<file path="config.mk">
export PLATFORM = sky130hd
export DESIGN_NAME = demux_stream_router
export DESIGN_NICKNAME = d
export VERILOG_FILES = /design/src/rtl/demux_stream_pkg.sv /design/src/rtl/demux_slot.sv /design/src/rtl/demux_stream_router.sv
export SDC_FILE = /design/constraint.sdc
export NUM_CORES = 1
export LEC_CHECK = 0
export CAP_MARGIN = 10
export CORE_MARGIN = 4
export CORE_UTILIZATION = 47
export DETAILED_ROUTE_END_ITERATION = 10
export PLACE_DENSITY = 0.8
export SETUP_SLACK_MARGIN = 0.05
export SLEW_MARGIN = 10
export SYNTH_ARGS = -nofsm -noshare
export SYNTH_HDL_FRONTEND = slang
export SYNTH_SLANG_ARGS = --single-unit
</file>
<file path="constraint.sdc">
create_clock -name clk -period 2.1 [get_ports clk]
set_input_delay 0.42 -clock clk [delete_from_list [all_inputs] [get_ports clk]]
set_output_delay 0.42 -clock clk [all_outputs]
set_load 0.01 [all_outputs]
</file>
<file path="src/rtl/demux_stream_pkg.sv">
// Shared helpers for the stream demultiplexer: select-width calculation and
// the all-ones source used to build saturation limits.
package demux_stream_pkg;

   // Width of a channel index; never narrower than one bit.
   function automatic int sel_w(input int n);
      return (n > 1) ? $clog2(n) : 1;
   endfunction

   // Widest counter supported; saturation limits are sliced from this.
   localparam int unsigned SAT_MAX_W = 64;
   localparam logic [SAT_MAX_W-1:0] SAT_ONES = '1;

endpackage

</file>
<file path="src/rtl/demux_slot.sv">
// One-entry output register for a single channel. Accepts a load in the same
// cycle it is popped, so a continuously ready consumer sees full throughput.
module demux_slot
   import demux_stream_pkg::*;
#(
   parameter int W = 8
) (
   input  logic         clk,
   input  logic         rst_n,
   input  logic         load,
   input  logic [W-1:0] din,
   input  logic         out_ready,
   output logic         out_valid,
   output logic [W-1:0] out_data,
   output logic         space
);

   logic         vld_p1;
   logic [W-1:0] data_p1;

   // Slot can take a word when empty or when the current word leaves this edge.
   assign space     = ~vld_p1 | out_ready;
   assign out_valid = vld_p1;
   assign out_data  = data_p1;

   // ---- stage p1: slot register; data is held, not cleared, after a pop ----
   always_ff @(posedge clk or negedge rst_n) begin
      if (!rst_n) begin
         vld_p1  <= 1'b0;
         data_p1 <= '0;
      end else if (load) begin
         vld_p1  <= 1'b1;
         data_p1 <= din;
      end else if (vld_p1 && out_ready) begin
         vld_p1  <= 1'b0;
      end
   end

endmodule

</file>
<file path="src/rtl/demux_stream_router.sv">
// Registered 1-to-N stream demultiplexer with broadcast. Decodes the
// destination, gates the producer handshake on slot space and counts words
// discarded for an out-of-range channel index.
module demux_stream_router
   import demux_stream_pkg::*;
#(
   parameter  int W     = 8,
   parameter  int N     = 8,
   parameter  int CNT_W = 8,
   localparam int SELW  = sel_w(N)
) (
   input  logic              clk,
   input  logic              rst_n,
   input  logic              in_valid,
   output logic              in_ready,
   input  logic [W-1:0]      in_data,
   input  logic [SELW-1:0]   in_sel,
   input  logic              in_bcast,
   output logic [N-1:0]      out_valid,
   input  logic [N-1:0]      out_ready,
   output logic [N*W-1:0]    out_data,
   output logic              err_sel,
   output logic [CNT_W-1:0]  drop_cnt
);

   localparam logic [SELW:0]     N_L     = (SELW+1)'(N);
   localparam logic [CNT_W-1:0]  CNT_MAX = SAT_ONES[CNT_W-1:0];

   // Counter increment that sticks at all-ones instead of wrapping.
   function automatic logic [CNT_W-1:0] sat_inc(input logic [CNT_W-1:0] c);
      return (c == CNT_MAX) ? c : c + 1'b1;
   endfunction

   logic [N-1:0]           space;
   logic [N-1:0]           load;
   logic [(1<<SELW)-1:0]   space_pad;
   logic                   sel_ok;
   logic                   accept;
   logic                   drop;

   // Extra zero bit makes the range test exact even when N is a power of 2.
   assign sel_ok = ({1'b0, in_sel} < N_L);

   // Pad the space vector to the full index range so in_sel always indexes in bounds.
   always_comb begin
      space_pad        = '0;
      space_pad[N-1:0] = space;
   end

   // Ready decode: broadcast needs every slot, unicast its own, bad index always drains.
   always_comb begin
      in_ready = 1'b1;
      if (in_bcast)
         in_ready = &space;
      else if (sel_ok)
         in_ready = space_pad[in_sel];
   end

   assign accept = in_valid & in_ready;
   assign drop   = accept & ~in_bcast & ~sel_ok;

   for (genvar i = 0; i < N; i++) begin : g_slot
      assign load[i] = accept & (in_bcast | (sel_ok & (in_sel == SELW'(i))));

      demux_slot #(.W(W)) u_slot (
         .clk       (clk),
         .rst_n     (rst_n),
         .load      (load[i]),
         .din       (in_data),
         .out_ready (out_ready[i]),
         .out_valid (out_valid[i]),
         .out_data  (out_data[i*W +: W]),
         .space     (space[i])
      );
   end

   // ---- stage p1: discard pulse and saturating drop counter ----
   always_ff @(posedge clk or negedge rst_n) begin
      if (!rst_n) begin
         err_sel  <= 1'b0;
         drop_cnt <= '0;
      end else begin
         err_sel <= drop;
         if (drop)
            drop_cnt <= sat_inc(drop_cnt);
      end
   end

endmodule

</file>
# After elaboration in Yosys (flattened, before gate mapping)

Index checks and enable logic that the tools add are counted.

Flip-flop bits (word level): 72
Latch bits: 0
Bits in writable memories: 0
Memory bits (read-only): 0
Bits of input ports: 23
Word-level logic and storage cells: 94
Memories: 0

Add/subtract/negate cells: 0
$mul: 0
Div/mod/pow operators: 0
Order comparisons: 1
Equality and inequality tests: 7
Shifts and indexed selects: 0
Mux-type cells: 19
Bitwise gates (word level): 33
Reductions and logical operators: 18

Operators with widths:

| kind                 | number |
|---|---|
| $mux W1              | 18 |
| $or A1 B1 Y1         | 16 |
| $reduce_bool A2 Y1   | 8 |
| $eq A3 B3 Y1 const B | 4 |
| $and A1 B1 Y1        | 9 |
| $logic_and A1 B1 Y1  | 8 |
| $not A1 Y1           | 8 |
| $reduce_and A8 Y1    | 1 |
| $eq A3 B2 Y1 const B | 2 |
| $lt A3 B4 Y1 const B | 1 |
| $bmux W1 S3          | 1 |
| $eq A3 B1 Y1 const B | 1 |
| $logic_not A3 Y1     | 1 |

# Logic depth before layout (Yosys ltp)

Depth in word-level cells: 8
Depth in mapped cells: 7

# By module

A second synthesis with hierarchy kept.

Cells, all modules: 206
Area, all modules: 3326.9 um2

By module, submodules not included:

| module              | instances | cells an instance | area each (um2) | sequential area each (um2) |
|---|---|---|---|---|
| demux_slot          | 8         | 20                | 369.1           | 225.2 |
| demux_stream_router | 1         | 46                | 374.1           | 0.0 |

# Least setup slack after synthesis

No wires, ideal clock.

Kind: in2out
Start point: input in_sel[1]
End point: output in_ready
Arrival: 1547 ps
Path slack: 133 ps
Cell stages on the path: 4
Cells stage by stage: buf_2 -> mux4_2 -> mux2_2 -> o21ai_1

Word-level cells in the longest chain between the ends: 3

RTL lines:

| item                          | RTL line                  | text |
|---|---|---|
| start, declared               | demux_stream_router.sv:17 | `input logic [SELW-1:0] in_sel,` |
| $bmux W1 S3                   | demux_stream_router.sv:56 | `in_ready = space_pad[in_sel];` |
| $mux W1 (not written as such) | demux_stream_router.sv:56 |  |
| $mux W1                       | demux_stream_router.sv:53 | `if (in_bcast)` |
| end, declared                 | demux_stream_router.sv:15 | `output logic in_ready,` |

No other way between the ends. The select of a mux whose other input is x is not followed.

# Final worst setup path

Start point: register g_slot[7].u_slot.vld_p1
End point: output in_ready

Word-level cells in the longest chain between the ends: 5
Elaborated cells between the ends (all ways): 6
Classes of those cells: mux (3); bitwise (2); reduce/logical (1)

RTL lines:

| item                          | RTL line                  | text |
|---|---|---|
| start, declared               | demux_slot.sv:18          | `logic vld_p1;` |
| start signal, assigned        | demux_slot.sv:29          | `vld_p1 <= 1'b0;` |
| start signal, assigned        | demux_slot.sv:32          | `vld_p1 <= 1'b1;` |
| start signal, assigned        | demux_slot.sv:35          | `vld_p1 <= 1'b0;` |
| $not A1 Y1 *                  | demux_slot.sv:22          | `assign space = ~vld_p1 \| out_ready;` |
| $or A1 B1 Y1 *                | demux_slot.sv:22          |  |
| $bmux W1 S3                   | demux_stream_router.sv:56 |  |
| $mux W1 (not written as such) | demux_stream_router.sv:56 |  |
| $mux W1 *                     | demux_stream_router.sv:53 |  |

Every way passes the cells marked *; elsewhere a longest branch is shown, timed or not. The select of a mux whose other input is x is not followed.

==> run metrics <==
final WL=11500 um; Setup violations, final=1; Tcrit/Tclk final=110%; yosys warns=0; Die Y=94.7 um; Startpoint Class=register; fillers=570; Max transition margin=66.3%; total gr overflow=0; all-layer global routing usage=26.3%; final core occ=70.5%; critical-path cell list=nor2b_4, mux4_2, mux2_4, o21ai_1, buf_2; Final Wtd Congestion=0.874; initial antenna violation count=0; Crit. Startpoint=g_slot[7].u_slot.out_valid; outcome=finished with violations; sequential share of the synthesized area=51.0%; Psw=2.31 mW; Final TNS setup=-0.204 ns; RSZ-0062 raised after global routing=yes; Initial Util=48.5%; power share of the combinational group=46.7%; Hold Fails Final Rpt=0; n_diodes=0; io pins=105; clock network fraction of design power=16.9%; Slew @ Worst Pin=0.506 ns; R2R cell count=8; switching portion of total power=34.3%; Crit Reg-Reg Startpoint=g_slot[2].u_slot.out_valid; Max Cap Viol=0; Vias/cell=5.67; final worst path period need=2.30 ns; post-synth cell types=28; maximum clock frequency=434 MHz; WL/cell=19.0 um; # rows=31; kind of critical path=reg -> out; Hold Path Class=in -> async; Sequential Power Share=36.4%; Mapped Avg Cell Area=9.50 um2; Antenna Nets Post-Route=0; clk_skew=0.0143 ns; fin nets=524; CTS tree=built; Post-Place Worst Slack=-0.724 ns; Max IR drop VDD=0.630 mV; post-synthesis register bit count=72; pin count of the biggest net entering global routing=36; CP endpoint kind=output pin; residual DRC count=0; critical path's slowest cell=mux4_2; Buffers on Ports=95; worst skew pair latency=0.36 ns; Pwr Density=1310 mW/mm2; total die area=0.00897 mm2; clk sinks=72; Reg clk slew, reported paths=0.07 ns; clk buf depth=2; cts hold-fix bufs=0; Worst EP arrival=1.88 ns; Mapped Cells=372; failing checks=negative setup slack; CP max FO=2; CTS Root Cell=clkbuf_8; P_leak=2.23 nW; Multi-input gate area=0.00157 mm2; Register Area=0.00180 mm2; worst setup path end=in_ready; FF-to-FF setup slack=0.11 ns; fraction of layout cells with a size suffix above 1=20.6%; core area=0.00729 mm2; Cell Area, Synth=0.00353 mm2; synthesis-to-finish area growth=45.5%; worst reg2reg path endpoint=g_slot[4].u_slot.out_data[7]; TritonCTS buffer count=9; first-pass GRT wire length=17700 um; Int Pwr=4.44 mW; H-Tree Depth=3; slowest stage delay, CP=0.47 ns; via count=3429; Crit path required time=1.68 ns; Slew Limit Fails=0; Worst Setup Slack, final=-0.204 ns; Die Width=94.7 um; Detailed Routing Iterations Pass 1=5; DR iter-0 viols=280; HPWL after DPL=8030 um; vias in the first global route=3432
==> cell usage in the layout, fill, tap and decap left out, drive strengths merged, types with 7 or more instances in the layout <==
master / instances
nand3: 9
conb: 9
clkbuf: 12
dlygate4sd2: 10
nand4: 9
nand2: 129
or3: 7
clkdlybuf4s50: 83
nor2b: 10
dfrtp: 72
buf: 61
o211ai: 64
==> power groups by stage <==
stage	clock network, mW	registers [mW]	logic (mW)
floorplan	0	2.68	0.999
global placement	0	2.46	2.92
detailed placement	0	2.47	3.01
CTS	1.15	2.45	3.10
global route	1.20	2.53	3.39
finish	1.14	2.46	3.15
==> routing by layer <==
| layer | share of wire (%) | track usage [%] |
|---|---|---|
| met5 | 0 | 0 |
| met2 | 49 | 43.5 |
| met3 | 9.8 | 5.50 |
| met1 | 39 | 34.4 |
| met4 | 1.7 | 9.01 |
==> worst min path at each step <==
stage               start  cells past startpoint                           end  slack, ns
finish              rst_n                      1  g_slot[6].u_slot.out_data[7]       0.03
CTS                 rst_n                      1    g_slot[6].u_slot.out_valid       0.03
floorplan           rst_n                      0  g_slot[0].u_slot.out_data[0]       0.12
global route        rst_n                      1  g_slot[6].u_slot.out_data[7]       0.05
detailed placement  rst_n                      1    g_slot[6].u_slot.out_valid       0.41
global placement    rst_n                      1    g_slot[6].u_slot.out_valid       0.40
==> synthesized netlist by cell type (all sizes together) <==
cell	n	share of area, %
nor2	1	0.11
nand3	9	1.3
nor3	3	0.85
nand2b	6	1.1
nor3b	2	0.71
conb	1	0.11
and2	1	0.18
nand4	9	3.0
mux2	1	0.32
nand3b	1	0.21
o211ai	64	14
or4	1	0.21
and3	4	0.71
nand2	129	14
o21ai	1	0.14
nor2b	10	1.8
buf	35	6.7
nor4	3	0.71
mux4	2	1.3
or3	7	1.2
clkbuf	10	1.1
dfrtp	72	51
==> critical path, delay by kind of cell, from the launching register on <==
| kind | cells | cell delay [ns] |
|---|---|---|
| mux | 2 | 0.74 |
| flops | 1 | 0.40 |
| simple gates | 1 | 0.14 |
| buf+inv | 1 | 0.14 |
| compound gates | 1 | 0.11 |
==> area by class of cell <==
type	instances	share of cell area [%]
clock buffers	11	2.94
clock inverters	5	1.07
multi-input cells	263	30.6
flip-flops and latches	72	35.0
well taps	99	2.41
repair buffers	155	28.0
==> state kept, by name, indices dropped and copies added (netlist names) <==
register	cells
g_slot.u_slot.out_data	64
g_slot.u_slot.out_valid	8
==> per-stage QoR <==
stage                     hold slack [ns]  std cells  total power, mW  cell area [um2]
after global placement              0.398        580             5.38             4790
after detailed placement            0.406        580             5.48             4790
final                              0.0265        605             6.75             5140
after global routing               0.0547        605             7.12             5140
after CTS                          0.0272        603             6.70             5060
after floorplan                     0.124        380             3.68             3560
==> cells by family after synthesis <==
family	count (synthesis)	share of synthesized area (%)
AND/OR/NAND/NOR	186	25.8
flip-flops	72	51.0
AO/OA/AOI/OAI	65	13.7
buffers and inverters	45	7.79
multiplexers	3	1.59
other	1	0.106
==> what timing repair did <==
action / 4_1_cts / 5_1_grt
pin swaps: 1 / 1
endpoints found under the setup margin: 22 / 61
cloned: 0 / 1
resized for setup: 22 / 8
setup buffers: 7 / 1
Power figures use the tool's default switching activity.
==> RTL change 1, RTL diff (config.mk and constraints unchanged) <==
Register the output `err_sel` once more, without a reset; this adds one clock of latency there. The other outputs are not delayed to match.
--- a/src/rtl/demux_stream_router.sv
+++ b/src/rtl/demux_stream_router.sv
@@ -27,2 +27,4 @@
    localparam logic [CNT_W-1:0]  CNT_MAX = SAT_ONES[CNT_W-1:0];
+
+   logic err_sel_s0;
 
@@ -79,6 +81,6 @@
       if (!rst_n) begin
-         err_sel  <= 1'b0;
+         err_sel_s0 <= 1'b0;
          drop_cnt <= '0;
       end else begin
-         err_sel <= drop;
+         err_sel_s0 <= drop;
          if (drop)
@@ -88,2 +90,6 @@
 
+   always_ff @(posedge clk) begin
+      err_sel <= err_sel_s0;
+   end
+
 endmodule
Function: kept (Yosys induction, for registers that start in step).
==> RTL change 1 against the original RTL <==
Cell area increased by 0.80%; largest power group unchanged; routed wire length increased by 1.7%; the run still ends with negative setup slack left; setup slack improved by 0.0085 ns; sequential cell count unchanged; combinational power increased by 4%; die area decreased by 0.55%; power decreased by 0.77%; area after synthesis decreased by 0.60%.
==> RTL change 1: results (changes against the original RTL) <==
Clocking
  • Clk_lat worst skew: 0.34 ns (-0.02 ns)
  • CTS Buf Count: 9 (unchanged)
  • Reg clk slew, reported paths: about 0.08 ns
  • CTS root buf: clkbuf_8

Critical path
  • Critical Path Max Stage Delay: 0.47 ns (about the same)
  • Delay-heaviest family, CP: multiplexers
  • Worst r2r dst: g_slot[4].u_slot.out_data[5]
  • Reg2reg start: g_slot[7].u_slot.out_valid
  • Worst setup startpoint: g_slot[3].u_slot.out_valid
  • Critical Path Slowest Stage Cell: mux4_2
  • Register-to-Register Setup Slack: 0.14 ns (+0.03 ns)
  • Crit path arrival time: 1.88 ns (about the same)
  • R2R depth: 8 (unchanged)

Yosys
  • Adder-Cell Fraction of Synth Area: 0% (unchanged)
  • Synth Area per Inst: 9.44 µm² (-0.60%)
  • Seq/Total Area, Yosys: 51.3% (+0.31 points)
  • Area contributors post-synth: dfrtp_1 (51%), nand2_1 (14%), o211ai_1 (14%)
  • Synth cell count leaders: nand2_1 (129), dfrtp_1 (72), o211ai_1 (64)
  • Post-synth cell types: 28 (unchanged)
  • Mux cell area share after synthesis: 1.60% (+0.0096 points)
  • Synth Area in Compound Gates: 13.8% (+0.083 points)

Detailed routing
  • Final WL: 11700 µm (+1.7%)
  • First-pass detailed-route iteration total: 5 (unchanged)
  • Via count: 3509 (+2.3%)
  • DR iter-0 viols: 377 (+35%)

Global routing
  • Global-route wire length before repair: 18400 µm (+3.6%)
  • Total track usage: 27.1% (+0.80 points)
  • Initial antenna violation count: 0 (unchanged)
  • Vias in the first global route: 3622 (+5.5%)
  • Pin count of the biggest net entering global routing: 31 (-14%)

STA
  • Setup slack after layout: -0.196 ns (+0.00846 ns)
  • Setup_tns: -0.196 ns (+0.00846 ns)
  • Skew final: 0.00809 ns (-0.00622 ns)
  • Final setup viols: 1 (unchanged)

Power and ir drop
  • LEAKAGE: 0.00229 µW (+2.5%)
  • VDD IR max: 738 µV (+17%)

Placed design
  • GP Congestion: 0.887 (+1.5%)
  • HPWL after DPL: 8150 µm (+1.5%)
  • Placed Cells: 584 (+0.69%)

Outcome
  • Run status: finished, violations left
  • Violated checks: negative setup slack

Finish
  • Fraction of layout cells with a size suffix above 1: 21.6% (+1.1 points)
  • Fill cells: 518 (-9.1%)
  • Post-route insts no fill: 617 (+2.0%)
  • Largest register FFs: 64 (unchanged)
  • Number of diodes: 0 (unchanged)
  • NumNets Final: 536 (+2.3%)
RTL change 1: cell count changes after synthesis, moves of 2 or more:
cell / delta
buf_1: +3
buf_4: +2
buf_6: -2
clkbuf_1: -2
nor3_1: +2
nor3_2: -2
RTL change 1: worst reg2reg max path: cells and delay by family, from the launching register on:
family                 cells  cell delay (ns)
and+or+nand+nor            3             0.65
buffers and inverters      4             0.65
AOI/OAI and AO/OA          1             0.15
DFF                        1             0.37
RTL change 1: what timing repair did:
| action | CTS | global route |
|---|---|---|
| hold buffers | 1 | 0 |
| resized for setup | 26 | 8 |
| pin swaps | 1 | 2 |
| hold endpoints to repair | 10 | 0 |
| setup buffers | 13 | 3 |
| endpoints found under the setup margin | 56 | 69 |
RTL change 1: cell families (layout without fill, tap and decap cells):
| group | count (synthesis) | after routing |
|---|---|---|
| and+or+nand+nor | 186 | 186 |
| buffers and inverters | 45 | 183 |
| DFF | 72 | 72 |
| muxes | 3 | 3 |
| other | 1 | 9 |
| AOI/OAI and AO/OA | 65 | 65 |
RTL change 1: area by class of cell:
| cell class | count | area [µm²] | share of cell area [%] |
|---|---|---|---|
| repair buffers | 167 | 1510 | 29.2 |
| multi-input cells | 263 | 1580 | 30.5 |
| well taps | 99 | 124 | 2.39 |
| clock buffers | 12 | 145 | 2.80 |
| clock inverters | 4 | 20.0 | 0.386 |
| flip-flops and latches | 72 | 1800 | 34.8 |
RTL change 1: worst min-delay path by stage:
stage,startpoint,end,slack [ns]
6_report,rst_n,g_slot[5].u_slot.out_valid,0.51
5_1_grt,rst_n,g_slot[5].u_slot.out_valid,0.51
4_1_cts,rst_n,g_slot[5].u_slot.out_valid,0.50
3_5_place_dp,rst_n,g_slot[5].u_slot.out_valid,0.34
3_3_place_gp,rst_n,g_slot[5].u_slot.out_valid,0.33
2_1_floorplan,rst_n,g_slot[0].u_slot.out_data[0],0.12
RTL change 1: where the power goes:
part           internal, µW  total (µW)  switching, µW
logic                  1870        3290           1420
clock network           454         956            502
registers              2040        2450            407
total                  4370        6700           2330
RTL change 1: stage by stage:
step | cell area (µm²) | setup WS (ns) | total power, µW | utilization [%]
after global placement | 4810 | -0.683 | 5410 | 66.3
after CTS | 5110 | -0.189 | 6610 | 70.5
after detailed placement | 4810 | -0.717 | 5510 | 66.3
after floorplan | 3540 | 0.133 | 3680 | -
final | 5180 | -0.196 | 6700 | 71.5
after global routing | 5180 | -0.248 | 7060 | 71.5
RTL change 1: metal layers:
metal | track usage (%) | wire, µm
met1 | 35.4 | 4340
met2 | 44.4 | 5620
met3 | 5.98 | 1360
met4 | 9.98 | 386
met5 | 0 | 0
==> RTL change 2, RTL diff (same settings) <==
Made on the original files. The parameter `CNT_W` goes from 8 to 6.
--- a/src/rtl/demux_stream_router.sv
+++ b/src/rtl/demux_stream_router.sv
@@ -8,3 +8,3 @@
    parameter  int N     = 8,
-   parameter  int CNT_W = 8,
+   parameter  int CNT_W = 6,
    localparam int SELW  = sel_w(N)
Ports: changed (resized drop_cnt); port bits go from 105 to 103. The function was not compared with the original's and may differ.
==> RTL change 2 against the original RTL <==
The run still ends with negative setup slack left; area after synthesis fell by 0.42%; count of clock-buffer cells in the layout grew 1; setup slack improved by 0.029 ns; sequential cell count did not move; cell area grew 1.0%; combinational power is 3% higher; worst hold slack hardly changed; power decreased by 0.22%; register-to-register slack better by 0.03 ns; final cell count increased by 1.3%; routed wire length is 1.9% higher; clock skew down 0.0062 ns; die area shrank 0.39%; largest cell class unchanged; largest power group unchanged.
==> RTL change 2: results (changes against the original RTL) <==
Outcome
  • Run status: finished, violations left
  • Violated checks: negative setup slack

Power and ir drop
  • VDD IR max: 643 µV (+2.1%)
  • Comb power: 3230 µW (+3%)
  • Clock power share: 15.6% (-1.3 points)
  • Switching Power: 2300 µW (-0.33%)
  • LEAKAGE: 0.00228 µW (+2.2%)
  • Int Pwr: 4430 µW (-0.16%)

Detailed routing
  • DR WL/cell: 19.1 µm (+0.53%)
  • Via count: 3508 (+2.3%)
  • DR iter-0 viols: 393 (+40%)
  • Met1 WL: 4580 µm (+2.0%)
  • Routed wl met2: 5930 µm (+4.0%)
  • Final WL: 11700 µm (+1.9%)

Finish
  • NumNets Final: 532 (+1.5%)
  • Fraction of layout cells with a size suffix above 1: 21.8% (+1.2 points)
  • Fill cells: 509 (-11%)

Placed design
  • Post-Place Cell Area: 0.00485 mm² (+1.3%)
  • GP Congestion: 0.917 (+4.9%)
  • Placed Cells: 587 (+1.2%)
  • Pre-CTS WS: -0.693 ns (+0.0310 ns)
  • HPWL after DPL: 8110 µm (+1.1%)

STA
  • Setup_tns: -0.176 ns (+0.0286 ns)
  • Skew final: 0.00813 ns (-0.00618 ns)
  • Final setup viols: 1 (unchanged)
  • Setup slack after layout: -0.176 ns (+0.0286 ns)

Yosys
  • Synth Area per Inst: 9.51 µm² (+0.11%)
  • Synth cell count leaders: nand2_1 (129), dfrtp_1 (72), o211ai_1 (64)
  • Seq/Total Area, Yosys: 51.2% (+0.22 points)
  • Area contributors post-synth: dfrtp_1 (51%), nand2_1 (14%), o211ai_1 (14%)

Global routing
  • Total track usage: 26.3% (+0.040 points)
  • Pin count of the biggest net entering global routing: 43 (+19%)
  • Global-route wire length before repair: 18000 µm (+1.3%)
  • Vias in the first global route: 3436 (+0.12%)

Critical path
  • Crit path arrival time: 1.86 ns (-0.02 ns)
  • Delay-heaviest family, CP: multiplexers

Clocking
  • H-tree levels: 3 (unchanged)
-- RTL change 2: cell count changes in the layout (fill, tap and decap cells not counted), moves of 2 or more --
cell        unedited run  this run
buf_4                 55        64
conb_1                 9         7
nand4_2                5         7
clkbuf_1               0         3
clkbuf_8              11         9
nand4_4                3         1
clkinvlp_4             2         0
-- RTL change 2: path summary, 6_finish.rpt --
path | from | end | slack, ns | cells after the start
max in group asynchronous | rst_n | g_slot[2].u_slot.out_data[7] | 1.36 | 2
worst max register to register | g_slot[7].u_slot.out_valid | g_slot[5].u_slot.out_data[5] | 0.14 | 8
min in group clk | out_ready[3] | g_slot[3].u_slot.out_valid | 0.52 | 3
worst min-delay path | rst_n | g_slot[5].u_slot.out_data[7] | 0.03 | 1
worst min register to register | g_slot[7].u_slot.out_data[4] | g_slot[7].u_slot.out_data[4] | 0.55 | 2
worst max-delay path | g_slot[7].u_slot.out_valid | in_ready | -0.18 | 5
-- RTL change 2: layer usage --
layer | global-route usage (%) | vias to the layer above
li1 | - | 1541
met1 | 34.4 | 1775
met2 | 43.7 | 181
met3 | 6.14 | 11
met4 | 8.05 | 0
met5 | 0 | -
-- RTL change 2: kinds of logic after synthesis --
logic type | after synthesis | synth area share (%)
compound gates | 65 | 13.8
simple gates | 186 | 25.9
buf+inv | 43 | 7.39
other cells | 1 | 0.107
mux | 3 | 1.60
flops | 72 | 51.2
-- RTL change 2: area by class of cell --
cell class	count	area, µm²	area share (%)
well taps	99	124	2.38
repair buffers	165	1530	29.4
multi-input cells	261	1570	30.1
clock buffers	12	135	2.60
flip-flops and latches	72	1800	34.7
clock inverters	4	45.0	0.867
-- RTL change 2: repair_timing --
action,in CTS,in global routing
endpoints found under the setup margin,60,60
hold buffers,0,0
resized for setup,26,5
pin swaps,1,1
buffers inserted,5,4
gates cloned,0,1
